[src/rtl/shift_tx.sv]
// shift_tx: LSB-first parallel-to-serial transmitter; define SHIFT_TX_PARITY_EN to append an XOR parity bit
module shift_tx #(
  parameter int WIDTH = 4
) (
  input  logic             clk,
  input  logic             rst,
  input  logic             load_valid,
  input  logic [WIDTH-1:0] load_data,
  output logic             load_ready,
  output logic             sout,
  output logic             sout_valid,
  output logic             busy,
  output logic             done
);
  localparam int CW = (WIDTH > 1) ? $clog2(WIDTH) : 1;
`ifdef SHIFT_TX_PARITY_EN
  typedef enum logic [1:0] {IDLE, SHIFT, PARITY} state_t;
  logic r_par;
`else
  typedef enum logic {IDLE, SHIFT} state_t;
`endif
  state_t           r_state, w_next;
  logic [WIDTH-1:0] r_shreg;
  logic [CW-1:0]    r_cnt;
  logic             r_armed;
  logic             w_accept, w_last;
  assign w_accept = load_valid & load_ready;
  assign w_last   = r_cnt == CW'(WIDTH - 1);
  // state register
  always_ff @(posedge clk or negedge rst)
    if (!rst) r_state <= IDLE;
    else      r_state <= w_next;
  // shift register, bit counter and the ready gate that opens one edge after reset release
  always_ff @(posedge clk or negedge rst)
    if (!rst) begin
      r_shreg <= '0;
      r_cnt   <= '0;
      r_armed <= 1'b0;
`ifdef SHIFT_TX_PARITY_EN
      r_par   <= 1'b0;
`endif
    end else begin
      r_armed <= 1'b1;
      if (w_accept) begin
        r_shreg <= load_data;
        r_cnt   <= '0;
`ifdef SHIFT_TX_PARITY_EN
        r_par   <= ^load_data;
`endif
      end else if (r_state == SHIFT) begin
        r_shreg <= {1'b0, r_shreg[WIDTH-1:1]};
        r_cnt   <= w_last ? r_cnt : r_cnt + 1'b1;
      end
    end
  // next-state logic
  always_comb begin
`ifdef SHIFT_TX_PARITY_EN
    w_next = (r_state == IDLE)  ? (w_accept ? SHIFT : IDLE) :
             (r_state == SHIFT) ? (w_last ? PARITY : SHIFT) : IDLE;
`else
    w_next = (r_state == IDLE) ? (w_accept ? SHIFT : IDLE) : (w_last ? IDLE : SHIFT);
`endif
  end
  // outputs decoded from state
  always_comb begin
    load_ready = (r_state == IDLE) & r_armed;
    busy       = r_state != IDLE;
    sout_valid = r_state != IDLE;
`ifdef SHIFT_TX_PARITY_EN
    sout       = (r_state == SHIFT) ? r_shreg[0] : (r_state == PARITY) ? r_par : 1'b0;
    done       = r_state == PARITY;
`else
    sout       = (r_state == SHIFT) & r_shreg[0];
    done       = (r_state == SHIFT) & w_last;
`endif
  end
endmodule

[config.mk]
export PLATFORM = sky130hd
export DESIGN_NAME = shift_tx
export DESIGN_NICKNAME = d
export VERILOG_FILES = /design/src/rtl/shift_tx.sv
export SDC_FILE = /design/constraint.sdc
export NUM_CORES = 1
export LEC_CHECK = 0
export BUFFER_PORTS_ARGS = -buffer_cell sky130_fd_sc_hd__buf_2
export CAP_MARGIN = 10
export CORE_AREA = 10 10 53 55
export CTS_CLUSTER_SIZE = 40
export DETAILED_ROUTE_END_ITERATION = 12
export DIE_AREA = 0 0 63 65
export PLACE_DENSITY = 0.43
export SLEW_MARGIN = 20
export SYNTH_ARGS = -nofsm -noshare
export SYNTH_HDL_FRONTEND = slang
export SYNTH_SLANG_ARGS = --single-unit
[constraint.sdc]
create_clock -name clk -period 1.4 [get_ports clk]
set_input_delay 0.14 -clock clk [delete_from_list [all_inputs] [get_ports clk]]
set_output_delay 0.14 -clock clk [all_outputs]
set_load 0.03 [all_outputs]
==> impl_metrics.csv <==
group,metric,value,unit
outcome,status,"finished clean",
clock_tree,numCtsBuffers,3,
finish,layout_commonest_cell,"buf_2",
floorplanning,pin_count,12,
power_and_ir_drop,netSwitchingFraction,39.7,%
setup_path,crit_required,1.26,ns
power_and_ir_drop,ir_drop,0.000747,V
finish,fin_util,28.2,%
placed_design,io_buffers,11,
floorplanning,rows,16,
synthesis,synth-seq-cells,8,
setup_path,end_kind,"output port",
synthesis,synth-compound-area-share,14.7,%
detailed_routing,avgRoutedWirePerCell,11.5,um
clock_tree,h-tree-depth,1,
setup_path,cp_max_fo,4,
synthesis,synthXorXnorAreaFrac,2.02,%
global_routing,grtUsageTotal,4.68,%
global_routing,grt_overflow,0,
global_routing,grt_max_degree,20,
placed_design,dp_hpwl,668,um
synthesis,synthSimpleGateAreaFrac,17.1,%
power_and_ir_drop,intPower,0.000646,W
finish,diodes,0,
timing,post-route-period-util,95.7,%
timing,hold_viol,0,
setup_path,cp-startpoint,"r_cnt[0]$_DFFE_PN0P_",
synthesis,ys_types,19,
synthesis,synth_top_family_by_area,"simple AND/OR/NAND/NOR gates",
synthesis,yosysWarnings,0,
synthesis,synth_area_leaders,"dfrtp_1 (46%), nand4b_1 (6.1%), o311ai_1 (6.1%)",
detailed_routing,ant_nets,0,
power_and_ir_drop,power,0.00107,W
timing,layout_min_cycle_time,1.34,ns
finish,drive_above_1_share,37.3,%
detailed_routing,drcViolationCount,0,
detailed_routing,firstDrtPassIters,4,
setup_path,crit_type,"flip-flop to output port",
detailed_routing,routed_wirelength,897,um
synthesis,syn_inst,40,
detailed_routing,drt-vias-per-instance,4.03,
setup_path,r2r_start,"r_cnt[0]$_DFFE_PN0P_",
timing,timing.fmax,746,MHz
timing,setup_viol,0,
finish,final_cell_mix,"buf_2 (11), dfrtp_1 (7), nand2_1 (4)",
setup_path,crit_end,"done",
synthesis,synth.area.mux_share,5.78,%
detailed_routing,via_count,314,
setup_path,worstReg2RegEnd,"r_cnt[1]$_DFFE_PN0P_",
setup_path,cp.arrival,1.20,ns
min_path,min_path_type,"primary input to flip-flop",
power_and_ir_drop,switchingPower,0.000425,W
placed_design,dp_slack,0.135,ns
synthesis,netlist.area_leader.share,46.2,%
floorplanning,core_area,0.00186,mm^2
timing,fin_worst_skew,0.000876,ns
power_and_ir_drop,clockPowerShare,16.4,%
clock_tree,cts_setup_buffers,0,
floorplanning,initial_utilization,23.3,%
floorplanning,fp.dieW,63,um
synthesis,synth_nets,48,
run,drv_cap,0,
floorplanning,die_area,0.00410,mm^2
synthesis,synth-adder-area-share,2.89,%
finish,syn2layout_area_growth,21.1,%
synthesis,yosysSeqAreaShare,46.2,%
detailed_routing,drt_iter0_drc,4,
global_routing,grt_pass1_wl,1.59,mm
timing,fin_ws,0.0598,ns
setup_path,start_kind,"flip-flop",
clock_tree,clkSinkCount,8,
setup_path,r2r_setup_slack,0.17,ns
timing,fin_tns_setup,0,ns
power_and_ir_drop,p_comb_share,43.9,%
synthesis,avgSynthCellArea,10.8,um^2
clock_tree,cts_tree,"built",
global_routing,grt_pass1_vias,356,
timing,report.final.slew_viol_count,0,
power_and_ir_drop,power_frac_seq,39.8,%
timing,rsz0062_at_grt,"false",
clock_tree,clockRootBuffer,"clkbuf_4",
clock_tree,clk_latency,0.25,ns
finish,final_nets,61,
floorplanning,die_height,65,um
timing,whs,0.148,ns
power_and_ir_drop,power_density,2040,mW/mm^2
clock_tree,path_clk_slew,0.05,ns
clock_tree,cts_buffer_depth,2,
placed_design,globalplace.congestion,0.695,
synthesis,synth_area,433,um^2
setup_path,reg2reg_depth,3,
synthesis,synth_top_cell_by_area,"dfrtp_1",
global_routing,antenna_found_initial,0,
power_and_ir_drop,leakagePower,0.238,nW
==> power groups by stage <==
stage,sequential (W),combinational (W),clock (W)
3_5_place_dp,0.000430,0.000462,0
5_1_grt,0.000445,0.000517,0.000196
6_report,0.000426,0.000469,0.000175
3_3_place_gp,0.000428,0.000458,0
2_1_floorplan,0.000401,0.000406,0
4_1_cts,0.000428,0.000477,0.000180
==> per-layer routing <==
layer	part of all wire, %	GRT usage [%]	vias to the layer above
met4	0.89	2.51	0
met5	0	0	-
li1	-	-	161
met3	2.7	1.55	2
met1	52	5.82	143
met2	44	6.98	8
==> layout make-up <==
class / count / area [um^2]
Sequential cell: 8 / 201
Fill cell: 210 / 1340
Timing Repair Buffer: 12 / 65.1
Clock buffer: 3 / 22.5
Tap cell: 27 / 33.8
Multi-Input combinational cell: 25 / 190
Inverter: 3 / 11.3
==> sequential cells by signal, summed over array words and instances, names as in the netlist <==
| signal | cells |
|---|---|
| r_cnt | 2 |
| r_armed | 1 |
| r_shreg | 4 |
| busy | 1 |
==> metrics by stage <==
stage / cell area (um^2) / instances
global route: 524 / 78
floorplan: 433 / 40
detailed placement: 488 / 74
global placement: 488 / 74
finish: 524 / 78
CTS: 524 / 78
==> critical path: stages (launching register included) <==
cell and delay [ns]:
dfrtp_1 0.40, ha_2 0.23, and2_1 0.15, buf_2 0.17
==> cells by family (layout without fill, tap and decap cells) <==
| kind of cell | Yosys count | in the layout |
|---|---|---|
| and+or+nand+nor | 12 | 12 |
| adders and majority gates | 1 | 1 |
| AOI/OAI and AO/OA | 8 | 8 |
| xor gates and xnor gates | 1 | 1 |
| other | 1 | 1 |
| DFF | 8 | 8 |
| buffers and inverters | 7 | 18 |
| muxes | 2 | 2 |
==> cell usage after synthesis <==
cell      count
dfrtp_1       8
nand2_1       4
buf_4         3
inv_1         3
nand4b_1      3
o311ai_1      3
a21oi_1       2
a22o_1        2
and2_1        2
a21bo_2       1
and2_4        1
buf_6         1
conb_1        1
ha_1          1
mux2_4        1
mux2i_1       1
nand3_1       1
nor2b_1       1
xnor2_1       1
==> timing repair <==
item | in CTS | in global routing
resized for setup | 2 | 0
setup endpoints to repair | 2 | 0
hold endpoints to repair | 8 | 0
hold buffers | 1 | 0
==> worst min-delay path by stage <==
stage | to | depth (start not counted) | slack, ns | start
after floorplan | busy$_DFF_PN0_ | 0 | -0.16 | rst
after global placement | r_cnt[1]$_DFFE_PN0P_ | 1 | -0.003 | rst
after detailed placement | r_cnt[1]$_DFFE_PN0P_ | 1 | -0.006 | rst
after CTS | r_shreg[3]$_DFFE_PN0P_ | 3 | 0.14 | load_data[3]
after global routing | r_shreg[3]$_DFFE_PN0P_ | 3 | 0.18 | load_data[3]
final | r_shreg[3]$_DFFE_PN0P_ | 3 | 0.15 | load_data[3]
No activity file was read; power rests on OpenSTA's default activity.
